[src/rtl/fifo_pkt_reader.sv]
// Read-side packet engine: pulls one framed packet from the ingress fifo into SRAM and emits a descriptor.
// Build macro PKT_LEN_CHECK_EN additionally flags packets whose header length field disagrees with words written.
module fifo_pkt_reader #(
  parameter int fifo_data_width      = 16,
  parameter int fifo_num_of_priority = 8,
  parameter int fifo_length          = 32,
  parameter int sram_addr_width      = 10,
  localparam int PRIO_W = $clog2(fifo_num_of_priority),
  localparam int LEN_W  = $clog2(fifo_length + 1)
) (
  input  logic                       clk,
  input  logic                       rst,
  input  logic                       ready,
  input  logic                       sop,
  input  logic                       vld,
  input  logic                       eop,
  input  logic [fifo_data_width-1:0] out_data,
  output logic                       next_data,
  input  logic                       space_ok,
  output logic                       sram_we,
  output logic [sram_addr_width-1:0] sram_addr,
  output logic [fifo_data_width-1:0] sram_wdata,
  output logic                       desc_vld,
  output logic [PRIO_W-1:0]          desc_prio,
  output logic [sram_addr_width-1:0] desc_start,
  output logic [LEN_W-1:0]           desc_len,
  output logic                       desc_err,
  output logic                       busy
);

  typedef enum logic [2:0] {IDLE, REQ, HDR, DATA, DRAIN, DONE} state_t;

  state_t                     state;
  logic [sram_addr_width-1:0] wptr;
  logic [sram_addr_width-1:0] start;
  logic [PRIO_W-1:0]          prio;
  logic [LEN_W-1:0]           cnt;
  logic                       err;
`ifdef PKT_LEN_CHECK_EN
  logic [LEN_W-1:0]           hdr_len;
`endif
  logic                       word_in;
  logic                       close;
  logic                       close_err;

  assign word_in = vld && !eop;
  // A stray sop in DATA ends the current packet exactly like eop does.
  assign close   = ((state == DATA || state == DRAIN) && eop) || (state == DATA && sop);

  assign next_data = (state inside {REQ, HDR, DATA, DRAIN}) && !close;
  assign busy      = (state != IDLE);

  always_comb begin
    close_err = err || (state == DATA && sop && !eop);
`ifdef PKT_LEN_CHECK_EN
    if (hdr_len != cnt) close_err = 1'b1;
`endif
  end

  always_ff @(posedge clk) begin
    if (rst) begin
      state      <= IDLE;
      wptr       <= '0;
      start      <= '0;
      prio       <= '0;
      cnt        <= '0;
      err        <= 1'b0;
`ifdef PKT_LEN_CHECK_EN
      hdr_len    <= '0;
`endif
      sram_we    <= 1'b0;
      sram_addr  <= '0;
      sram_wdata <= '0;
      desc_vld   <= 1'b0;
      desc_prio  <= '0;
      desc_start <= '0;
      desc_len   <= '0;
      desc_err   <= 1'b0;
    end else begin
      sram_we  <= 1'b0;
      desc_vld <= 1'b0;
      case (state)
        IDLE: if (ready && space_ok) state <= REQ;
        REQ:  if (sop) state <= HDR;
        HDR: begin
          if (eop) begin
            desc_vld   <= 1'b1;
            desc_prio  <= '0;
            desc_start <= wptr;
            desc_len   <= '0;
            desc_err   <= 1'b1;
            state      <= DONE;
          end else if (vld) begin
            sram_we    <= 1'b1;
            sram_addr  <= wptr;
            sram_wdata <= out_data;
            start      <= wptr;
            wptr       <= wptr + 1'b1;
            prio       <= out_data[PRIO_W-1:0];
`ifdef PKT_LEN_CHECK_EN
            hdr_len    <= out_data[PRIO_W +: LEN_W];
`endif
            cnt        <= LEN_W'(1);
            err        <= 1'b0;
            state      <= DATA;
          end
        end
        DATA, DRAIN: begin
          if (close) begin
            desc_vld   <= 1'b1;
            desc_prio  <= prio;
            desc_start <= start;
            desc_len   <= cnt;
            desc_err   <= close_err;
            state      <= DONE;
          end else if (word_in && state == DATA) begin
            if (cnt == LEN_W'(fifo_length)) begin
              err   <= 1'b1;
              state <= DRAIN;
            end else begin
              sram_we    <= 1'b1;
              sram_addr  <= wptr;
              sram_wdata <= out_data;
              wptr       <= wptr + 1'b1;
              cnt        <= cnt + 1'b1;
            end
          end
        end
        DONE:    state <= IDLE;
        default: state <= IDLE;
      endcase
    end
  end

endmodule

[config.mk]
export PLATFORM = sky130hd
export DESIGN_NAME = fifo_pkt_reader
export DESIGN_NICKNAME = d
export VERILOG_FILES = /design/src/rtl/fifo_pkt_reader.sv
export SDC_FILE = /design/constraint.sdc
export NUM_CORES = 1
export LEC_CHECK = 0
export ABC_AREA = 1
export CORE_MARGIN = 8
export CORE_UTILIZATION = 40
export DETAILED_ROUTE_END_ITERATION = 10
export PLACE_DENSITY = 0.65
export SLEW_MARGIN = 20
export SYNTH_ARGS = -nofsm -noshare
export SYNTH_HDL_FRONTEND = slang
export SYNTH_SLANG_ARGS = --single-unit
[constraint.sdc]
create_clock -name clk -period 3.85 [get_ports clk]
set_input_delay 1.155 -clock clk [delete_from_list [all_inputs] [get_ports clk]]
set_output_delay 1.155 -clock clk [all_outputs]
set_load 0.02 [all_outputs]
==> metrics.yaml <==
synthesis.nets: 489
hold_path_class: "reg2reg"
p_sw_frac: 0.351
cts-htree-levels: 3
fin_crit_sh: 0.971
irDropWorstVdd_v: 0.000222
final_common_cell: "nor2_1"
hold_violations: 0
drt_iter0_markers: 135
pwr-share-clk: 0.266
critical_path.cell_chain: "clkdlybuf4s50_1 > inv_1 > nand2_2 > nand2_2 > nand2_1 > nand2_1 > clkdlybuf4s50_1"
final-setup-viol-count: 0
maxCapViolCount: 0
seqPwrFrac: 0.420
core-area_sq_um: 8220
powerDensity_nw_per_um2: 552
dp_hpwl_um: 5700
rows: 33
max_stage_delay_ns: 0.60
p_total_mw: 2.43
critPathSlowestCell: "clkdlybuf4s50_1"
max-clock-path-buffers: 2
area_growth_pct: 29.2
mostFrequentLayoutCells: "nor2_1, dfxtp_1, nand2_1"
grt_max_degree: 40
grt_usage: 0.144
holdBufCountCts: 0
dieArea_sq_um: 11700
crit_required_ns: 2.69
power.leakage_nw: 1.75
clk_pin_slew_worst_paths_ns: 0.08
arrival_ns: 2.58
fin_skew_ns: 0.0124
num_vias: 3107
cts_tree: "built"
clk_latency_ns: 0.35
end_kind: "output port"
relSlewSlack: 0.633
status: "complete, no violations"
die_w_um: 108
die_h_um: 108
gp_congestion: 0.819
avgSynthCellArea_sq_um: 7.35
ys_types: 28
ctsResizeCount: 0
ios: 73
cts_inserted_buffers: 9
final-max-slew-violation-count: 0
syn_area_sq_um: 3400
clock-sinks: 81
p_comb_frac: 0.314
antenna_left: 0
post_cts_buffers: 0
cp_top_family: "buffers and inverters"
max_freq_ghz: 0.268
grt.overflow.total: 0
path_class: "in2out"
p_int_mw: 1.57
fillers: 814
period_needed_ns: 3.74
diodes: 0
grt_pass1_vias: 3046
dr.pass1.iters: 4
grt_first_pass_wirelength_um: 13900
drc: 0
wl_per_cell_um: 12.7
yosysSeqAreaShare: 0.477
cp_max_fo: 4
root_buffer: "clkbuf_8"
viasPerCell: 4.86
setup_tns_ns: 0
yosysWarnings: 0
ys_ff_latch: 81
rsz0062_at_grt: "false"
drt_wl_total_um: 8110
initial_core_util: 0.414
switchingPower_mw: 0.853
path_buf_inv: 3
synth_cells: 463
port_buffers: 72
utilization: 0.535
worstMarginPinSlew_ns: 0.550
nets: 555
antenna_found_initial: 0
cp-start-kind: "input pin"
drive_gt1_frac: 0.0749
==> through the flow <==
stage / setup WS [ns] / cells / instance area (sq um) / hold slack (ns)
6_report: 0.112 / 639 / 4390 / 0.462
3_3_place_gp: 0.143 / 623 / 4180 / 0.441
4_1_cts: 0.107 / 639 / 4390 / 0.465
5_1_grt: 0.0337 / 639 / 4390 / 0.470
3_5_place_dp: 0.116 / 623 / 4180 / 0.452
2_1_floorplan: 1.00 / 463 / 3400 / 0.431
==> sequential cells by signal, summed over array words and instances (netlist names) <==
signal and cells:
sram_wdata 16, desc_start 10, sram_addr 10, start 10
wptr 10, cnt 6, desc_len 6, desc_prio 3
prio 3, state 3, desc_err 1, desc_vld 1
err 1, sram_we 1
==> cell usage after synthesis (all sizes together) <==
master  instances  area share
nand2          79       0.093
o21ai          64       0.094
inv            36       0.040
nand3          23       0.035
a21oi          45       0.067
ha              3       0.011
clkbuf         12       0.014
dfxtp          81        0.48
xor2            6       0.015
or2             1      0.0018
nor2           86       0.098
nor3            7       0.012
buf            12       0.026
nand3b          2      0.0044
nand4           6       0.011
==> tightest hold or removal path, stage by stage, from the launching register on <==
cell and delay, ns:
dfxtp_1 0.32, inv_1 0.05, a21oi_1 0.05
==> logic make-up (layout without fill, tap and decap cells) <==
group,Yosys count,in the layout,share of synthesized area
AND/OR/NAND/NOR,204,204,0.255
AO/OA/AOI/OAI,109,109,0.162
buffers and inverters,60,131,0.0798
flip-flops,81,81,0.477
adder cells (fa/ha/maj),3,3,0.0110
XOR/XNOR,6,6,0.0155
==> per-layer routing <==
metal | track usage | share of wire | vias to the layer above
met2 | 0.219 | 0.42 | 76
met4 | 0.0585 | 0.017 | 0
met3 | 0.0506 | 0.085 | 14
met5 | 0 | 0 | -
li1 | - | - | 1633
met1 | 0.181 | 0.48 | 1384
==> power groups by stage <==
stage	Sequential, mW	Clock, mW	Combinational (mW)
global route	1.03	0.699	0.851
CTS	1.02	0.665	0.773
detailed placement	1.04	0	0.769
global placement	1.03	0	0.765
floorplan	1.10	0	0.422
finish	1.02	0.645	0.763
==> worst paths after layout <==
check         endpoint  slack, ns  cells after the start      from
max          next_data       0.11                      7       eop
max reg2reg    wptr[4]       1.92                     11  state[2]
min                err       0.46                      2       err
min reg2reg        err       0.46                      2       err
==> layout make-up <==
type / count / area, sq um / share of cell area
inverter: 36 / 135 / 0.0308
sequential: 81 / 1620 / 0.369
clock inverter: 6 / 75.1 / 0.0171
clock buffer: 10 / 138 / 0.0313
multi-input combinational: 322 / 1510 / 0.343
tap: 105 / 131 / 0.0299
timing repair buffer: 79 / 786 / 0.179
Power figures use the tool's default switching activity.
